File: src/rtl/sw_debounce_if.sv
// rtl/sw_debounce_if.sv - switch debouncer signal bundle (raw switches in, debounced level and strobes out)
interface sw_debounce_if #(
    parameter int WIDTH = 16
);
    logic [WIDTH-1:0] SW_I;
    logic [WIDTH-1:0] SW_O;
    logic [WIDTH-1:0] RISE_O;
    logic [WIDTH-1:0] FALL_O;
    logic             CHG_O;

    // Drives the switches, observes the conditioned outputs.
    modport master (
        output SW_I,
        input  SW_O,
        input  RISE_O,
        input  FALL_O,
        input  CHG_O
    );

    // The debouncer itself.
    modport slave (
        input  SW_I,
        output SW_O,
        output RISE_O,
        output FALL_O,
        output CHG_O
    );
endinterface

File: src/rtl/sw_debounce.sv
// rtl/sw_debounce.sv - per-bit synchroniser + stability-counter debouncer; SW_DEBOUNCE_TOGGLE_EN turns SW_O into a per-bit toggle
module sw_debounce #(
    parameter int WIDTH     = 16,
    parameter int DB_CYCLES = 1000000
) (
    input  logic         CLK,
    input  logic         RST,
    sw_debounce_if.slave bus
);
    localparam int               CNT_W   = $clog2(DB_CYCLES);
    localparam logic [CNT_W-1:0] CNT_MAX = CNT_W'(DB_CYCLES - 1);

    logic [WIDTH-1:0] r_sync1;
    logic [WIDTH-1:0] r_sync2;
    logic [WIDTH-1:0] r_stable;
    logic [WIDTH-1:0] r_rise;
    logic [WIDTH-1:0] r_fall;
    logic             r_chg;
    logic [CNT_W-1:0] r_cnt [WIDTH];

    logic [WIDTH-1:0] w_stable_next;
    logic [WIDTH-1:0] w_rise_next;
    logic [WIDTH-1:0] w_fall_next;
    logic [CNT_W-1:0] w_cnt_next [WIDTH];

    // Two-flop synchroniser per bit, nothing between the stages.
    always_ff @(posedge CLK or posedge RST) begin
        if (RST) begin
            r_sync1 <= '0;
            r_sync2 <= '0;
        end else begin
            r_sync1 <= bus.SW_I;
            r_sync2 <= r_sync1;
        end
    end

    // Per-bit filter: count while the synchronised level differs from the
    // accepted one; any agreement restarts the count, so a bounce costs the
    // full window again. Reaching CNT_MAX accepts the level and resets the
    // counter, which therefore can never wrap.
    always_comb begin
        w_stable_next = r_stable;
        w_rise_next   = '0;
        w_fall_next   = '0;
        for (int i = 0; i < WIDTH; i++) begin
            w_cnt_next[i] = '0;
            if (r_sync2[i] != r_stable[i]) begin
                if (r_cnt[i] == CNT_MAX) begin
                    w_stable_next[i] = r_sync2[i];
                    w_rise_next[i]   = r_sync2[i];
                    w_fall_next[i]   = ~r_sync2[i];
                end else begin
                    w_cnt_next[i] = r_cnt[i] + CNT_W'(1);
                end
            end
        end
    end

    // Filter state and strobes update together so RISE_O coincides with the
    // first cycle of the new level.
    always_ff @(posedge CLK or posedge RST) begin
        if (RST) begin
            r_stable <= '0;
            r_rise   <= '0;
            r_fall   <= '0;
            r_chg    <= 1'b0;
            for (int i = 0; i < WIDTH; i++) begin
                r_cnt[i] <= '0;
            end
        end else begin
            r_stable <= w_stable_next;
            r_rise   <= w_rise_next;
            r_fall   <= w_fall_next;
            r_chg    <= |(w_rise_next | w_fall_next);
            for (int i = 0; i < WIDTH; i++) begin
                r_cnt[i] <= w_cnt_next[i];
            end
        end
    end

    assign bus.RISE_O = r_rise;
    assign bus.FALL_O = r_fall;
    assign bus.CHG_O  = r_chg;

`ifdef SW_DEBOUNCE_TOGGLE_EN
    logic [WIDTH-1:0] r_toggle;

    // Push-on/push-off: each accepted press flips the bit, releases are ignored.
    always_ff @(posedge CLK or posedge RST) begin
        if (RST) begin
            r_toggle <= '0;
        end else begin
            r_toggle <= r_toggle ^ w_rise_next;
        end
    end

    assign bus.SW_O = r_toggle;
`else
    assign bus.SW_O = r_stable;
`endif

endmodule

File: src/flat_wrapper.sv
// flat-port wrapper written by rule: the top's interface ports become plain ports
module sw_debounce_flat 
#(
    parameter int WIDTH     = 16,
    parameter int DB_CYCLES = 1000000
)
  (CLK, RST, bus_SW_I, bus_SW_O, bus_RISE_O, bus_FALL_O, bus_CHG_O);
  sw_debounce_if #(.WIDTH(WIDTH)) bus_i ();
  input  logic CLK;
  input  logic RST;
  input wire logic [$bits(bus_i.SW_I)-1:0] bus_SW_I;
  output wire logic [$bits(bus_i.SW_O)-1:0] bus_SW_O;
  output wire logic [$bits(bus_i.RISE_O)-1:0] bus_RISE_O;
  output wire logic [$bits(bus_i.FALL_O)-1:0] bus_FALL_O;
  output wire logic [$bits(bus_i.CHG_O)-1:0] bus_CHG_O;
  assign bus_i.SW_I = bus_SW_I;
  assign bus_SW_O = bus_i.SW_O;
  assign bus_RISE_O = bus_i.RISE_O;
  assign bus_FALL_O = bus_i.FALL_O;
  assign bus_CHG_O = bus_i.CHG_O;
  sw_debounce #(.WIDTH(WIDTH), .DB_CYCLES(DB_CYCLES)) u_core (.CLK(CLK), .RST(RST), .bus(bus_i));
endmodule
File: config.mk
export PLATFORM = sky130hd
export DESIGN_NAME = sw_debounce_flat
export DESIGN_NICKNAME = d
export VERILOG_FILES = /design/src/rtl/sw_debounce_if.sv /design/src/rtl/sw_debounce.sv /design/src/flat_wrapper.sv
export SDC_FILE = /design/constraint.sdc
export NUM_CORES = 1
export LEC_CHECK = 0
export BUFFER_PORTS_ARGS = -buffer_cell sky130_fd_sc_hd__buf_2
export CORE_UTILIZATION = 40
export CTS_CLUSTER_DIAMETER = 200
export DETAILED_ROUTE_END_ITERATION = 10
export SKIP_LAST_GASP = 1
export SYNTH_ARGS = -nofsm -noshare
export SYNTH_HDL_FRONTEND = slang
export SYNTH_SLANG_ARGS = --single-unit
export TNS_END_PERCENT = 5
File: constraint.sdc
create_clock -name CLK -period 17.44 [get_ports CLK]
set_input_delay 1.744 -clock CLK [delete_from_list [all_inputs] [get_ports CLK]]
set_output_delay 1.744 -clock CLK [all_outputs]
set_load 0.01 [all_outputs]
==> summary.txt, run 1 <==
STA
  – Worst Skew: 0.0203 ns
  – FMAX: 277 MHz
  – RSZ-0062 raised after global routing: false
  – Final hold violations: 0
  – Count of final max-slew check failures: 0
  – Worst hold slack: 0.339 ns
  – Period utilization: 20.7%
  – Final WS setup: 13.83 ns
  – Actual slew at the worst max-slew pin: 1.07 ns
  – Slew HR: 27.5%
  – Setup TNS: 0 ns
  – Final setup viols: 0
  – Fin crit period: 3.61 ns

Logic synthesis
  – Post-synthesis cell type count: 42
  – Syn nets: 1,765
  – Synth warn: 0
  – Post-synth EDFFs: 0
  – Post-synth ARST share: 100%
  – Most used DFF post-synth: dfrtp_1
  – Dominant cell type by area after synthesis: dfrtp_1
  – Sequential cell area fraction in the yosys report: 55.6%
  – Synth top area share: 55.6%
  – Top cells by area, synth: dfrtp_1 56%, xor2_1 8.3%, nor2_1 7.2%
  – Post-Syn Instances: 1,731
  – Cell Area, Synth: 0.0180 mm2
  – Synth Register Bits: 401
  – Syn avg cell area: 10.4 um2

Drt
  – DRC: 0
  – ANT nets after route: 0
  – Initial DRC count: 662
  – Max layer used: met4
  – DR WL met3: 1.33 mm
  – Vias: 12,200
  – WL final: 33.1 mm
  – WL met2: 14.5 mm
  – Vias per Instance: 5.01
  – Drt first pass iters: 4
  – Avg WL per Cell: 13.6 um
  – DRT met1 WL: 16.4 mm

Floorplanning
  – CORE AREA: 0.0443 mm2
  – Die height: 214 um
  – Die ar.: 0.0460 mm2
  – Die outline width: 214 um
  – Top-Level Pins: 67
  – # rows: 77
  – Initial Util: 40.7%

Setup path
  – Cells on worst reg2reg path: 6
  – FF-to-FF setup slack: 15.00 ns
  – Max incr delay on CP: 0.91 ns
  – Critical-path cell list: buf_2, inv_8, buf_4, buf_4
  – Req. time, crit path: 17.96 ns
  – Crit path top cell by count: buf_4
  – Critical-path top delay cell: buf_4
  – Critical Path Start Type: input port
  – Critical Path Fanout Max: 92
  – Worst Setup Path Type: in2async
  – WP data arrival: 4.14 ns
  – Setup crit end kind: async pin

Worst hold path
  – HP Class: reg2reg
  – Hold path cells: 0

Cells and area
  – Layout cells sized above 1: 9.64%
  – Most frequent cells in the layout: 401 x dfrtp_1, 344 x nor2_1, 170 x xor2_1, 134 x xnor2_1, 122 x nand2_1
  – Nets: 1,847
  – Area grow syn2layout: 13.7%
  – Fill cell count: 4,169
  – Most common cell after layout, fill and taps aside: dfrtp_1
  – Design Area, Final: 0.0205 mm2

Placement
  – DP HPWL: 21.4 mm
  – Port Buf Inserts: 66
  – GPL Wtd Cong: 0.803
  – Placed Area: 0.0190 mm2
  – Setup WS pre-CTS: 13.03 ns

Clocking
  – Cts hold-fix bufs: 0
  – Clk_lat worst skew: 0.57 ns
  – Root buf cell: clkbuf_16
  – Clock-pin slew on the worst setup and hold paths: 0.06 ns
  – Post-CTS setup buffer count: 0
  – Num CTS Buffers: 44
  – Post-CTS sizing: 0
  – Clock buffer depth: 3
  – CTS tree: built
  – # clock sinks: 401
  – H-tree depth: 2

Run
  – Max Cap Viol: 0

GRT
  – First-pass GRT wire length: 58.5 mm
  – Grt total ovfl: 0
  – Total GRT Usage: 14.9%
  – Initial antenna violation count: 1
  – Pin count of the biggest net entering global routing: 93
  – Vias in the first global route: 12,300

Power
  – Power Total: 1970 uW
  – Max rail drop VDD: 0.0000690 V
  – Power Dens Cells: 96.2 mW/mm2
  – Leakage power: 0.00906 uW

Run status
  – Status: finished, final reports clean
==> cell families after synthesis <==
family	after synthesis	share of synthesized area [%]
and+or+nand+nor	928	25.8
DFF	401	55.6
xor gates and xnor gates	304	14.8
buffers and inverters	58	1.36
muxes	16	1.02
adders and majority gates	16	1.11
AOI/OAI and AO/OA	8	0.333
==> final timing paths <==
| kind | start | endpoint |
|---|---|---|
| setup / recovery | RST | u_core.bus.RISE_O[11]$_DFF_PP0_ |
| hold / removal | u_core.r_sync1[15]$_DFF_PP0_ | u_core.r_sync2[15]$_DFF_PP0_ |
| setup reg to reg | u_core.r_cnt[300]$_DFF_PP0_ | u_core.r_cnt[316]$_DFF_PP0_ |
| hold reg to reg | u_core.r_sync1[15]$_DFF_PP0_ | u_core.r_sync2[15]$_DFF_PP0_ |
| max in group CLK | u_core.bus.SW_O[12]$_DFFE_PP0P_ | bus_SW_O[12] |
| min in group asynchronous | RST | u_core.bus.SW_O[0]$_DFFE_PP0P_ |
==> per-stage QoR <==
stage | std cells | util [%]
after floorplan | 1731 | -
after global placement | 2359 | 42.9
after detailed placement | 2359 | 42.9
after CTS | 2438 | 46.3
after global routing | 2438 | 46.3
final | 2439 | 46.3
==> area by class of cell <==
cell class	count	area [um2]	share of cell area [%]
tap	592	741	3.61
multi-input combinational	1272	7770	37.9
inverter	24	97.6	0.476
antenna	1	2.50	0.0122
sequential	401	10000	48.9
clock inverter	19	235	1.15
timing repair buffer	70	360	1.76
clock buffer	60	1280	6.25
==> state kept, by name (all words and copies together), names as in the netlist <==
name	cells
u_core.bus.SW_O	16
u_core.r_sync1	16
u_core.bus.RISE_O	16
u_core.r_cnt	320
u_core.r_sync2	16
u_core.bus.FALL_O	16
u_core.bus.CHG_O	1
==> power by group <==
group          switching [uW]  internal (uW)  leakage [uW]
clock                     379            588      0.000748
combinational            37.4           12.7       0.00283
sequential               12.2            943       0.00549
==> synth_stat cells, types with 10 or more instances <==
cell / count
nor4_1: 26
xnor2_1: 134
nor3b_1: 33
xor2_1: 170
nor2_1: 344
and2_1: 10
clkbuf_1: 29
nand4_1: 74
inv_1: 24
and3_1: 62
ha_1: 16
nor3_1: 44
mux2_2: 15
nand3_1: 118
dfrtp_1: 401
nor4b_1: 19
nand2_1: 122
and4_1: 26
or2_2: 11
==> critical path, delay by kind of cell <==
kind	cells	cell delay, ns
buffers and inverters	4	2.27
==> metal layers <==
layer | GRT usage, % | vias up
met5 | 0 | -
met4 | 4.90 | 0
met1 | 20.8 | 5959
met2 | 23.1 | 158
li1 | - | 6041
met3 | 3.30 | 61
Note: power is estimated with default switching activity, not from simulation.
==> run 2: changes to the inputs <==
==> constraint.sdc (replaced) <==
create_clock -name CLK -period 3.7 [get_ports CLK]
set_input_delay 0.37 -clock CLK [delete_from_list [all_inputs] [get_ports CLK]]
set_output_delay 0.37 -clock CLK [all_outputs]
set_load 0.01 [all_outputs]
==> run 2 against run 1 <==
Net effect:
- sequential share of layout area is 0.27 points lower
- clock power increased to 4.4 times the previous value
- die area unchanged
- critical path type is now reg2reg
- highest routed layer unchanged
==> summary.txt, run 2 (synthesis gave the netlist of run 1 again) <==
Cells and area
  – Design Area, Final: 0.0206 mm2 (+0.56%)
  – Fill cell count: 4,117 (-1.2%)
  – Multi-input logic area: 0.00777 mm2 (unchanged)
  – Most common cell after layout, fill and taps aside: dfrtp_1
  – Ant diodes: 0 (-1)
  – Fin util: 46.6% (+0.26 points)
  – Layout cells sized above 1: 8.97% (-0.67 points)
  – Nets: 1,869 (+1.2%)
  – Max reg flops: 320 (unchanged)
  – Largest register by flop count: u_core.r_cnt
  – FF+latch area: 0.0100 mm2 (unchanged)
  – Most frequent cells in the layout: 401 x dfrtp_1, 344 x nor2_1, 170 x xor2_1, 134 x xnor2_1, 122 x nand2_1
  – Area grow syn2layout: 14.3%

Worst hold path
  – Hold path cells: 0 (unchanged)
  – HP Start: u_core.r_sync1[10]$_DFF_PP0_
  – HP Class: reg2reg

Setup path
  – Critical Path Fanout Max: 17 (-82%)
  – WP data arrival: 2.81 ns (-1.33 ns)
  – Critical Path Start Type: flip-flop
  – Setup crit end kind: flip-flop
  – Cells on worst reg2reg path: 6 (unchanged)
  – Worst Setup Path Type: reg2reg
  – Worst R2R Start: u_core.r_cnt[300]$_DFF_PP0_
  – Critical path startpoint: u_core.r_cnt[300]$_DFF_PP0_
  – Req. time, crit path: 4.12 ns (-13.84 ns)

Floorplanning
  – CORE AREA: 0.0443 mm2 (unchanged)
  – # rows: 77 (unchanged)
  – Initial Util: 40.7% (unchanged)
  – Die ar.: 0.0460 mm2 (unchanged)
  – Top-Level Pins: 67 (unchanged)
  – Die height: 214 um (unchanged)
  – Die outline width: 214 um (unchanged)

Power
  – Max rail drop VDD: 0.000384 V (+460%)
  – Leakage power: 0.00910 uW (+0.38%)
  – Power Dens Cells: 436 mW/mm2 (+350%)

Clocking
  – Clk_lat worst skew: 0.56 ns (about the same)
  – Clock-pin slew on the worst setup and hold paths: 0.06 ns (about the same)
  – Clock buffer depth: 3 (unchanged)
  – CTS tree: built
  – Post-CTS setup buffer count: 0 (unchanged)
  – H-tree depth: 2 (unchanged)
  – Root buf cell: clkbuf_16
  – Num CTS Buffers: 45 (+2.3%)
  – Post-CTS sizing: 0 (unchanged)
  – # clock sinks: 401 (unchanged)

STA
  – Worst Skew: 0.0131 ns (-0.00719 ns)
  – Slew HR: 26.8% (-0.73 points)
  – RSZ-0062 raised after global routing: false
  – Final hold violations: 0 (unchanged)
  – Count of final max-slew check failures: 0 (unchanged)
  – Setup TNS: 0 ns (unchanged)
  – FMAX: 418 MHz
  – Fin crit period: 2.39 ns
  – Period utilization: 64.7%
  – Actual slew at the worst max-slew pin: 1.08 ns (+0.0108 ns)
  – Final setup viols: 0 (unchanged)

Drt
  – Avg WL per Cell: 13.5 um (-0.30%)
  – WL final: 33.2 mm (+0.31%)
  – DRC: 0 (unchanged)
  – Initial DRC count: 710 (+7.3%)
  – ANT nets after route: 0 (unchanged)
  – Vias: 12,200 (-0.35%)
  – Vias per Instance: 4.96 (-0.96%)
  – Drt first pass iters: 4 (unchanged)

GRT
  – Pin count of the biggest net entering global routing: 85 (-8.6%)
  – Initial antenna violation count: 0 (-1)
  – Vias in the first global route: 12,200 (-1.2%)
  – Grt total ovfl: 0 (unchanged)
  – First-pass GRT wire length: 58.3 mm (-0.32%)
  – Total GRT Usage: 14.9% (-0.052 points)

Placement
  – DP HPWL: 21.7 mm (+1.8%)
  – GPL Wtd Cong: 0.792 (-1.3%)
  – Port Buf Inserts: 66 (unchanged)
  – Placed Area: 0.0191 mm2 (+0.40%)

Run status
  – Status: finished, final reports clean

Run
  – Max Cap Viol: 0 (unchanged)
## run 2: cell count changes in the layout (fill, tap and decap cells not counted)
cell / before / now
dlygate4sd3_1: 0 / 17
clkbuf_1: 5 / 15
clkinv_2: 9 / 2
buf_12: 0 / 4
bufinv_16: 5 / 1
clkbuf_8: 10 / 7
clkbuf_16: 45 / 47
clkinvlp_4: 3 / 1
diode_2: 1 / 0
inv_6: 2 / 1
## run 2: area by class of cell
class / count / area share, %
Clock buffer: 69 / 6.44
Timing Repair Buffer: 91 / 2.96
Inverter: 24 / 0.455
Clock inverter: 5 / 0.291
Sequential cell: 401 / 48.6
Tap cell: 592 / 3.59
Multi-Input combinational cell: 1272 / 37.6
## run 2: metal layers
metal	wire length, um	vias to the layer above	track usage (%)	share of wire (%)
met5	0	-	0	0
met4	581	0	4.74	1.8
met3	1210	47	2.98	3.6
met2	15100	140	23.3	45
met1	16300	5905	20.7	49
li1	-	6084	-	-
## run 2: worst paths after layout
check	end	slack, ns
max	u_core.r_cnt[311]$_DFF_PP0_	1.31
min	u_core.r_sync2[10]$_DFF_PP0_	0.34
max reg2reg	u_core.r_cnt[311]$_DFF_PP0_	1.31
min reg2reg	u_core.r_sync2[10]$_DFF_PP0_	0.34
max in group asynchronous	u_core.r_cnt[287]$_DFF_PP0_	2.35
min in group asynchronous	u_core.r_sync2[15]$_DFF_PP0_	0.47
## run 2: through the flow
step	power (uW)	hold slack [ns]	std cells	setup slack (ns)
finish	9000	0.344	2454	1.31
detailed placement	4840	0.336	2363	1.31
global placement	4830	0.334	2363	1.39
global route	9380	0.349	2454	1.10
CTS	9170	0.347	2454	1.29
floorplan	4760	0.331	1731	-2.07
## run 2: timing repair
| item | 4_1_cts | 5_1_grt |
|---|---|---|
| hold buffers | 17 | 0 |
| endpoints found under the setup margin | 0 | 0 |
| endpoints found under the hold margin | 36 | 0 |
## run 2: worst max-delay path, cell delays in order, from the launching register on
cell and delay (ns):
dfrtp_1 0.39, ha_1 0.20, nand3_1 0.18, or4_1 0.57
or2_2 0.34, nand2_1 0.44, nor2_1 0.12
## run 2: where the power goes
group	internal (uW)	switching, uW
Sequential	4450	59.1
Clock	2520	1700
Combinational	80.6	179
Total	7050	1940
==> run 3: changes to the inputs <==
--- a/config.mk
+++ b/config.mk
@@ -5,6 +5,7 @@
 export SDC_FILE = /design/constraint.sdc
 export NUM_CORES = 1
 export LEC_CHECK = 0
+export ABC_AREA = 1
 export BUFFER_PORTS_ARGS = -buffer_cell sky130_fd_sc_hd__buf_2
 export CORE_UTILIZATION = 40
 export CTS_CLUSTER_DIAMETER = 200
==> constraint.sdc (replaced) <==
create_clock -name CLK -period 2.3 [get_ports CLK]
set_input_delay 0.23 -clock CLK [delete_from_list [all_inputs] [get_ports CLK]]
set_output_delay 0.23 -clock CLK [all_outputs]
set_load 0.01 [all_outputs]
==> run 3 against run 2 <==
Net effect:
- sequential cell count unchanged
- critical path depth up 2
- via count up 25%
- clock-buffer cell count down 4
- core utilization up 0.84 points
- final cell count up 30%
- worst hold slack worse by 0.15 ns
- synthesized cell count up 36%
- wire length up 17%
- fmax up 29%
- die area up 8.9%
- area after synthesis up 9.0%
- critical path type unchanged
- critical endpoint is now u_core.r_cnt[263]$_DFF_PP0_
- highest routed layer unchanged
==> summary.txt, run 3 <==
Run status
  – Status: finished, final reports clean

Clocking
  – Clock-pin slew on the worst setup and hold paths: 0.06 ns (about the same)
  – Num CTS Buffers: 45 (unchanged)
  – Clock buffer depth: 3 (unchanged)
  – Root buf cell: clkbuf_16
  – CTS tree: built
  – Clk_lat worst skew: 0.57 ns (about the same)
  – Post-CTS sizing: 0 (unchanged)
  – H-tree depth: 2 (unchanged)
  – # clock sinks: 401 (unchanged)

Logic synthesis
  – Post-Syn Instances: 2,357 (+36%)
  – Cell Area, Synth: 0.0197 mm2 (+9.0%)
  – Syn nets: 2,391 (+35%)
  – Dominant cell type by area after synthesis: dfrtp_1
  – Most used DFF post-synth: dfrtp_1
  – Post-synthesis cell type count: 41 (-2.4%)
  – Synth top area share: 51.0% (-4.6 points)
  – Synth cell count leaders: 471 x nor2_1, 401 x dfrtp_1, 392 x nand2_1
  – Count leader, synth: nor2_1
  – Synth Register Bits: 401 (unchanged)
  – Synth warn: 0 (unchanged)
  – Sequential cell area fraction in the yosys report: 51.0% (-4.6 points)
  – Post-synth ARST share: 100% (unchanged)
  – Top cells by area, synth: dfrtp_1 51%, nor2_1 9.0%, nand2_1 7.5%
  – Syn avg cell area: 8.35 um2 (-20%)
  – Post-synth EDFFs: 0 (unchanged)

Power
  – Leakage power: 0.0103 uW (+14%)
  – Max rail drop VDD: 0.000438 V (+14%)
  – Power Dens Cells: 690 mW/mm2 (+58%)

Drt
  – Vias per Instance: 4.76 (-4.2%)
  – Drt first pass iters: 5 (+1)
  – DRC: 0 (unchanged)
  – Vias: 15,200 (+25%)
  – WL final: 38.7 mm (+17%)
  – Avg WL per Cell: 12.1 um (-10%)
  – Initial DRC count: 802 (+13%)
  – ANT nets after route: 0 (unchanged)

Setup path
  – Critical Path Start Type: flip-flop
  – Worst Setup Path Type: reg2reg
  – Setup crit end kind: flip-flop
  – Critical Path Fanout Max: 12 (-5)
  – Req. time, crit path: 2.76 ns (-1.36 ns)
  – WP data arrival: 2.32 ns (-0.49 ns)

STA
  – Worst Skew: 0.0140 ns (+0.000957 ns)
  – Slew HR: 60.5% (+34 points)
  – Final hold violations: 0 (unchanged)
  – Count of final max-slew check failures: 0 (unchanged)
  – RSZ-0062 raised after global routing: false
  – Actual slew at the worst max-slew pin: 0.590 ns (-0.492 ns)
  – Final setup viols: 0 (unchanged)
  – Final WS setup: 0.445 ns (-0.863 ns)
  – FMAX: 539 MHz (+29%)
  – Setup TNS: 0 ns (unchanged)
  – Period utilization: 80.7% (+16 points)
  – Fin crit period: 1.86 ns (-0.537 ns)

Cells and area
  – Nets: 2,532 (+35%)
  – Largest register by flop count: u_core.r_cnt
  – Ant diodes: 0 (unchanged)
  – Most common cell after layout, fill and taps aside: nor2_1
  – FF+latch area: 0.0100 mm2 (unchanged)
  – Multi-input logic area: 0.00845 mm2 (+8.8%)
  – Fill cell count: 4,563 (+11%)
  – Layout cells sized above 1: 14.4% (+5.4 points)
  – Most frequent cells in the layout: 471 x nor2_1, 401 x dfrtp_1, 392 x nand2_1, 279 x inv_1, 103 x nor3_1
  – Max reg flops: 320 (unchanged)
  – Area grow syn2layout: 16.0%

GRT
  – Pin count of the biggest net entering global routing: 103 (+21%)
  – Grt total ovfl: 0 (unchanged)
  – Initial antenna violation count: 0 (unchanged)
  – First-pass GRT wire length: 68.2 mm (+17%)
  – Vias in the first global route: 14,900 (+23%)
  – Total GRT Usage: 16.2% (+1.3 points)

Placement
  – DP HPWL: 27.5 mm (+27%)
  – Port Buf Inserts: 66 (unchanged)
  – GPL Wtd Cong: 0.828 (+4.5%)
  – Setup WS pre-CTS: 0.484 ns (-0.822 ns)

Run
  – Max Cap Viol: 0 (unchanged)

Floorplanning
  – Initial Util: 40.9% (+0.14 points)
  – Die height: 224 um (+4.4%)
  – CORE AREA: 0.0481 mm2 (+8.6%)
  – # rows: 80 (+3.9%)
  – Die outline width: 224 um (+4.4%)
  – Die ar.: 0.0501 mm2 (+8.9%)
  – Top-Level Pins: 67 (unchanged)

Worst hold path
  – HP Class: in2async
run 3: cell types whose count changed in the layout (fill, tap and decap cells not counted), sizes merged, moves of 27 or more:
cell	before	now
nor2	344	558
nand2	124	426
xnor2	134	30
nand4	74	34
and4	27	0
inv	25	314
a21oi	0	96
o21ai	0	80
xor2	170	53
nor3	44	123
and3	64	1
run 3: area by class of cell:
class / count / area share [%]
Clock inverter: 17 / 1.50
Inverter: 313 / 5.16
Sequential cell: 401 / 44.0
Multi-Input combinational cell: 1640 / 37.0
Tap cell: 656 / 3.60
Clock buffer: 65 / 5.83
Timing Repair Buffer: 97 / 2.93
run 3: power breakdown:
group	total (uW)	internal, uW	switching (uW)
sequential	7220	7150	70.0
combinational	504	157	347
clock	8010	5130	2880
total	15700	12400	3300
run 3: path summary, 6_finish.rpt:
check / endpoint / cells past startpoint / slack [ns] / start
min in group CLK: u_core.r_sync1[4]$_DFF_PP0_ / 2 / 0.30 / bus_SW_I[4]
max reg2reg: u_core.r_cnt[263]$_DFF_PP0_ / 8 / 0.44 / u_core.r_cnt[260]$_DFF_PP0_
max in group asynchronous: u_core.r_cnt[156]$_DFF_PP0_ / 4 / 1.28 / RST
min: u_core.r_cnt[234]$_DFF_PP0_ / 3 / 0.19 / RST
max: u_core.r_cnt[263]$_DFF_PP0_ / 8 / 0.44 / u_core.r_cnt[260]$_DFF_PP0_
min reg2reg: u_core.r_sync2[0]$_DFF_PP0_ / 0 / 0.35 / u_core.r_sync1[0]$_DFF_PP0_
run 3: logic make-up (layout without fill, tap and decap cells):
group                    after synthesis  count (layout)  synth area share [%]
AO/OA/AOI/OAI                        227             227                  6.38
flip-flops                           401             401                  51.0
adder cells (fa/ha/maj)               16              16                  1.02
AND/OR/NAND/NOR                     1314            1314                  31.8
XOR/XNOR                              83              83                  3.69
buffers and inverters                316             492                  6.06
run 3: repair_timing:
item                                   in CTS  in global routing
buffers inserted                            0                  0
endpoints found under the hold margin     112                  0
hold buffers                               17                  0
run 3: critical path: stages (launching register included):
cell and delay, ns:
dfrtp_1 0.39, ha_1 0.21, nand2_1 0.12, nor2_4 0.06, nand3_1 0.11, nor2_1 0.07, nor2_2 0.37, inv_1 0.19
nor3b_1 0.23
run 3: per-layer routing:
layer	share of wire, %	global-route usage [%]
met5	0	0
met4	2.2	4.73
met3	3.5	3.10
met2	46	26.6
met1	48	21.7
run 3: metrics by stage:
step | util, % | power, uW | instances | area (um2) | hold WS, ns
floorplan | - | 7690 | 2357 | 19700 | 0.261
global placement | 43.6 | 7840 | 3090 | 21000 | 0.236
detailed placement | 43.6 | 7850 | 3090 | 21000 | 0.236
CTS | 47.4 | 16000 | 3189 | 22800 | 0.160
global route | 47.4 | 16400 | 3189 | 22800 | 0.185
finish | 47.4 | 15700 | 3189 | 22800 | 0.189
